`src/rtl/riscv_pkg.sv`:
```
// Shared RISC-V fetch definitions: address width, instruction size and reset vector.
package riscv_pkg;

    localparam int XLEN = 32;
    localparam int INSTR_BYTES = 4;
    localparam logic [XLEN-1:0] RESET_VECTOR = 32'h0000_0000;

    typedef logic [XLEN-1:0] addr_t;

endpackage

```
`src/rtl/pc_adder.sv`:
```
// Constant-increment adder. The carry out is dropped, so the sum wraps modulo 2^WIDTH.
module pc_adder #(
    parameter int WIDTH = 32,
    parameter int INCR  = 4
) (
    input  logic [WIDTH-1:0] a,
    output logic [WIDTH-1:0] y
);

    assign y = a + WIDTH'(INCR);

endmodule

```
`src/rtl/pc_plus4.sv`:
```
// Fetch-stage PC source: a combinational next-sequential address for pc_actual, plus a
// registered PC that supports stall and redirect.
module pc_plus4
    import riscv_pkg::*;
#(
    parameter int               XLEN         = riscv_pkg::XLEN,
    parameter logic [XLEN-1:0]  RESET_VECTOR = XLEN'(riscv_pkg::RESET_VECTOR),
    parameter int               INCR         = riscv_pkg::INSTR_BYTES
) (
    input  logic            clk,
    input  logic            rst_n,
    input  logic [XLEN-1:0] pc_actual,
    output logic [XLEN-1:0] pc_next,
    output logic            pc_misaligned,
    input  logic            stall,
    input  logic            redirect_valid,
    input  logic [XLEN-1:0] redirect_target,
    output logic [XLEN-1:0] pc_q,
    output logic [XLEN-1:0] pc_q_plus4
);

    pc_adder #(
        .WIDTH (XLEN),
        .INCR  (INCR)
    ) u_next_adder (
        .a (pc_actual),
        .y (pc_next)
    );

    pc_adder #(
        .WIDTH (XLEN),
        .INCR  (INCR)
    ) u_q_adder (
        .a (pc_q),
        .y (pc_q_plus4)
    );

    assign pc_misaligned = |pc_actual[1:0];

    // A redirect must win over a stall so that a taken branch is never lost while fetch is frozen.
    always_ff @(posedge clk or negedge rst_n) begin
        if (!rst_n) begin
            pc_q <= RESET_VECTOR;
        end else if (redirect_valid) begin
            pc_q <= redirect_target;
        end else if (!stall) begin
            pc_q <= pc_q_plus4;
        end
    end

endmodule

```
`config.mk`:
```
export PLATFORM = sky130hd
export DESIGN_NAME = pc_plus4
export DESIGN_NICKNAME = d
export VERILOG_FILES = /design/src/rtl/riscv_pkg.sv /design/src/rtl/pc_adder.sv /design/src/rtl/pc_plus4.sv
export SDC_FILE = /design/constraint.sdc
export NUM_CORES = 1
export LEC_CHECK = 0
export BUFFER_PORTS_ARGS = -buffer_cell sky130_fd_sc_hd__buf_2
export CAP_MARGIN = 20
export CORE_ASPECT_RATIO = 1.2
export CORE_MARGIN = 2
export CORE_UTILIZATION = 47
export DETAILED_ROUTE_END_ITERATION = 8
export GPL_ROUTABILITY_DRIVEN = 0
export PLACE_DENSITY = 0.95
export SLEW_MARGIN = 20
export SYNTH_ARGS = -nofsm -noshare
export SYNTH_HDL_FRONTEND = slang
export SYNTH_HIERARCHICAL = 1
export SYNTH_SLANG_ARGS = --single-unit
```
`constraint.sdc`:
```
create_clock -name clk -period 3.3 [get_ports clk]
set_clock_uncertainty 0.2 [all_clocks]
set_input_delay 0.165 -clock clk [delete_from_list [all_inputs] [get_ports clk]]
set_output_delay 0.165 -clock clk [all_outputs]
set_load 0.03 [all_outputs]
```
==> Yosys cells after proc, flatten, opt, wreduce, memory -nomap -nowiden <==
Cells that the tools add are included.
{ "classes": {"add_sub_neg": 2, "mul": 0, "n_div": 0, "n_lt_le_gt_ge": 0, "n_eq_ne": 1, "n_shift": 0, "muxes": 2, "n_bitwise": 0, "n_reduce_logical": 1} }
{ "op_table": {"columns": ["operator", "n"], "rows": [
  ["32-bit by 3-bit adder with 32-bit output, second input constant", 2],
  ["32-bit 2-to-1 mux", 2],
  ["2-bit by 1-bit != test with 1-bit output, second input constant", 1],
  ["2-bit OR reduction", 1]
]} }
{ "word_totals": {"register_bits": 32, "latch_bits": 0, "mem_bits_rw": 0, "rom_bits": 0, "out_inout_bits": 97, "wordCells": 7, "mem_count": 0} }

==> Longest topological paths before layout <==
{ "depth": {"word_depth": 3, "ltp_mapped": 7, "mapped_depth_nobuf": 7} }

==> Cells and area by module <==
The synthesis kept the hierarchy.
{ "modules_own_cells": {"columns": ["module", "instances", "cells_each", "area_per_inst_um2", "seq_area_each_um2"], "rows": [
  ["pc_plus4", 1, 140, 1519.0, 800.8],
  ["pc_adder", 2, 83, 580.6, 0.0]
]} }

==> Worst setup path after synthesis <==
Ideal clock, no wire load.
{ "synth_timing": {"kind": "register to register", "start": "reg pc_q[2]", "end": "reg pc_q[24]", "setup_time_ns": 0.077, "arrival_ns": 2.364, "required_time_ns": 3.023, "setup_slack_ns": 0.659, "path_stages_with_launch": 8, "path_buffers": 0, "period_less_slack_ns": 2.641, "path_cell_list": "dfrtp_1 -> ha_1 -> nand3_1 -> nor4_4 -> nand4_1 -> xnor2_1 -> mux2i_1 -> o21ai_1"} }
{ "synth_via": {"elab_chain_len": 3} }
{ "synth_rtl": {"columns": ["item", "line_no", "text"], "rows": [
  ["start, declared", "pc_plus4.sv:18", "output logic [XLEN-1:0] pc_q,"],
  ["start signal, assigned", "pc_plus4.sv:45", "pc_q <= redirect_target;"],
  ["start signal, assigned", "pc_plus4.sv:47", "pc_q <= pc_q_plus4;"],
  ["32-bit by 3-bit adder with 32-bit output", "pc_adder.sv:10", "assign y = a + WIDTH'(INCR);"],
  ["via pc_q_plus4[24]", "pc_plus4.sv:19", "output logic [XLEN-1:0] pc_q_plus4"],
  ["32-bit 2-to-1 mux", "pc_plus4.sv:46", "end else if (!stall) begin"],
  ["32-bit 2-to-1 mux", "pc_plus4.sv:44", "end else if (redirect_valid) begin"]
]} }
The timed path passes the listed nets, and every way through them passes these cells. The select of a mux whose other input is x is not followed.
A chain may end at the register's enable or synchronous reset.

==> Worst setup path in the final report <==
{ "layout_timing": {"start": "reg pc_q[2]", "end": "out pc_q_plus4[28]"} }
{ "layout_via": {"elab_chain_len": 1} }
{ "layout_rtl": {"columns": ["item", "line_no"], "rows": [
  ["32-bit by 3-bit adder with 32-bit output", "pc_adder.sv:10"],
  ["end, declared", "pc_plus4.sv:19"]
]} }
Every way passes these cells.

==> summary.txt <==
Global routing
  • Global-route wire length before repair: 13.8 mm
  • GRT Overall Usage: 27.9%
  • Vias in the first global route: 3002
  • GRT Residual Overflow: 0
  • Antenna violations before repair: 0
  • Largest net degree at the start of global routing: 65

Logic synthesis
  • Synth warnings: 6
  • Synth top area share: 29.9%
  • Avg Cell Area, Syn: 8.76 um^2
  • Synth area leaders: dfrtp_1, xnor2_1, mux2i_1, nand2_1, o21ai_1
  • Ys async rst share: 100%
  • Post-synthesis sequential area ratio: 29.9%
  • Mapped Cells: 306
  • Synth Net Count: 376
  • Netlist Area Pre-Place: 2680 um^2
  • Library cells used by synthesis: 27
  • Post-synth top flop: dfrtp_1
  • EDFF count, synth: 0
  • Cell taking the most area after synthesis: dfrtp_1
  • Yosys reg bits: 32

Timing
  • Fmax: 0.374 GHz
  • Slew @ Worst Pin: 1080 ps
  • Slew Limit Fails: 0
  • RSZ-0062 raised after global routing: no
  • # setup viols final: 0
  • Slew HR: 28.3%
  • Fin. Hold Viols: 0
  • Fin Hold WS: 290 ps
  • Final Critical Period: 2670 ps
  • Final period util: 81.1%
  • Fin Setup TNS: 0 ps

Final layout
  • Biggest regs: pc_q x32
  • P&R area growth vs syn: 44.3%
  • N_diodes: 0
  • Share of cells above drive strength 1: 37.9%
  • Final Cell Area: 3870 um^2
  • # nets final: 565
  • Largest register by flop count: pc_q
  • Max reg flops: 32

Floorplanning
  • Die Area: 6320 um^2
  • FP Rows: 30
  • Die W: 72.9 um
  • Starting density of the core: 47.9%
  • Die height: 86.7 um
  • Core Region: 5590 um^2
  • I/O pin cnt: 165

Critical path
  • Worst setup EP type: output port
  • Max incr delay on CP: 500 ps
  • Critical path data arrival time: 2310 ps
  • Critical R2R Capture: pc_q[24]
  • Worst r2r src: pc_q[2]
  • Crit start category: register
  • Worst-path maximum fanout: 8
  • Worst Setup SP: pc_q[2]
  • Slack of the worst reg-to-reg path: 940 ps
  • Crit-path slowest cell: nor4_4
  • CP Cell Sequence: ha_1 -> nand3_1 -> nor4_4 -> nand4_1 -> xnor2_1 -> buf_2
  • Critical Path RT: 2930 ps
  • Worst r2r path cells: 7
  • Critical path class: register to output port

Routing
  • Drt drc: 0
  • Via count: 3059
  • Routed len/inst: 15.8 um
  • Drt pass-1 iters: 5
  • Initial drt markers: 136
  • Final WL: 8.87 mm
  • Vias/cell: 5.46
  • Antenna-violating nets left: 0

Clocking
  • Root buffer cell: clkbuf_8
  • Clock transition at path regs: 70 ps
  • H-tree depth: 2
  • Post_cts resized: 0
  • Post-CTS Hold Buffers: 33
  • Clock Sinks: 32
  • Max clock buf depth: 2
  • Post-CTS Setup Repair Bufs: 0
  • Latest clock arrival within the worst-skew pair: 280 ps
  • CTS tree: yes
  • CTS Buf Count: 5

Place
  • Hpwl dp: 6.02 mm
  • Placed Area: 3440 um^2
  • I/O Buffers: 164

Power
  • Clk pwr share: 21.6%
  • Gate power share: 43.9%
  • Share of total power in sequential cells: 34.5%
  • Psw: 0.640 mW
  • Power Density: 377 nW/um^2
  • Switching portion of total power: 43.9%
  • Peak supply drop: 0.181 mV
  • Leakage power: 1.92 nW
  • Internal power: 0.817 mW

Job
  • Max cap viols: 0

Run status
  • Status: completed

Hold path
  • Hold WC Path Type: primary input to async pin
cell families after synthesis:
family	count (synthesis)	share of synthesized area [%]
XOR/XNOR	56	18.3
buffers and inverters	19	5.70
multiplexers	32	12.0
adder cells (fa/ha/maj)	2	0.934
AND/OR/NAND/NOR	133	27.1
AO/OA/AOI/OAI	32	6.12
flip-flops	32	29.9
cell type report:
| cell class | count | area (um^2) |
|---|---|---|
| Sequential cell | 32 | 801 |
| Fill cell | 416 | 1730 |
| Inverter | 4 | 15.0 |
| Clock inverter | 2 | 10.0 |
| Multi-Input combinational cell | 255 | 1730 |
| Tap cell | 64 | 80.1 |
| Timing Repair Buffer | 197 | 1150 |
| Clock buffer | 6 | 82.6 |
critical path: cells and delay by family (launching register included):
kind                     cells  cell delay [ps]
buffers and inverters        1              240
AND/OR/NAND/NOR              3              950
flip-flops                   1              420
adder cells (fa/ha/maj)      1              210
XOR/XNOR                     1              210
layer usage:
metal	up-vias	part of all wire [%]	track usage [%]
met4	0	2.6	12.5
met3	24	6.7	4.88
met2	169	55	53.8
met5	-	0	0
met1	1421	36	28.4
li1	1445	-	-
placed cells by master (no fill, tap or decap), types with 4 or more instances in the layout:
| master | synthesis | layout |
|---|---|---|
| clkbuf_8 | 0 | 6 |
| nand3_1 | 20 | 20 |
| xnor2_1 | 42 | 42 |
| dfrtp_1 | 32 | 32 |
| nor4_4 | 4 | 4 |
| o21ai_1 | 29 | 29 |
| buf_2 | 5 | 164 |
| or2_2 | 5 | 5 |
| nand2_1 | 52 | 52 |
| and3_1 | 4 | 4 |
| inv_1 | 4 | 4 |
| nor2_1 | 14 | 14 |
| nand4_1 | 18 | 18 |
| mux2i_1 | 32 | 32 |
| nor3_1 | 6 | 6 |
| xor2_1 | 14 | 14 |
| dlygate4sd3_1 | 0 | 33 |
power groups by stage:
stage	registers (mW)	logic (mW)	clock network, mW
after floorplan	0.581	0.329	0
final	0.503	0.639	0.315
after global routing	0.510	0.678	0.342
after CTS	0.500	0.630	0.325
after detailed placement	0.507	0.598	0
after global placement	0.502	0.588	0
cells in the mapped netlist, drive strengths merged (4+ instances only):
cell type  number
nand2          52
xnor2          42
dfrtp          32
mux2i          32
o21ai          32
nand3          22
nand4          20
buf            14
nor2           14
xor2           14
nor3            6
or2             5
and3            4
and4            4
inv             4
nor4            4
metrics by stage:
stage,power [mW],std cells,utilization [%],worst slack (ps)
2_1_floorplan,0.910,306,-,659
6_report,1.46,560,69.1,625
3_5_place_dp,1.11,519,61.6,975
4_1_cts,1.45,560,69.1,630
5_1_grt,1.53,560,69.1,441
3_3_place_gp,1.09,519,61.6,1050
worst max-delay path by stage:
stage                     cells after the start        endpoint  slack [ps]
final                                         6  pc_q_plus4[28]         630
after global routing                          6  pc_q_plus4[28]         440
after CTS                                     5  pc_q_plus4[24]         630
after detailed placement                      6  pc_q_plus4[24]         970
after global placement                        6  pc_q_plus4[28]        1050
after floorplan                               7        pc_q[24]         660
Power figures use the tool's default switching activity.
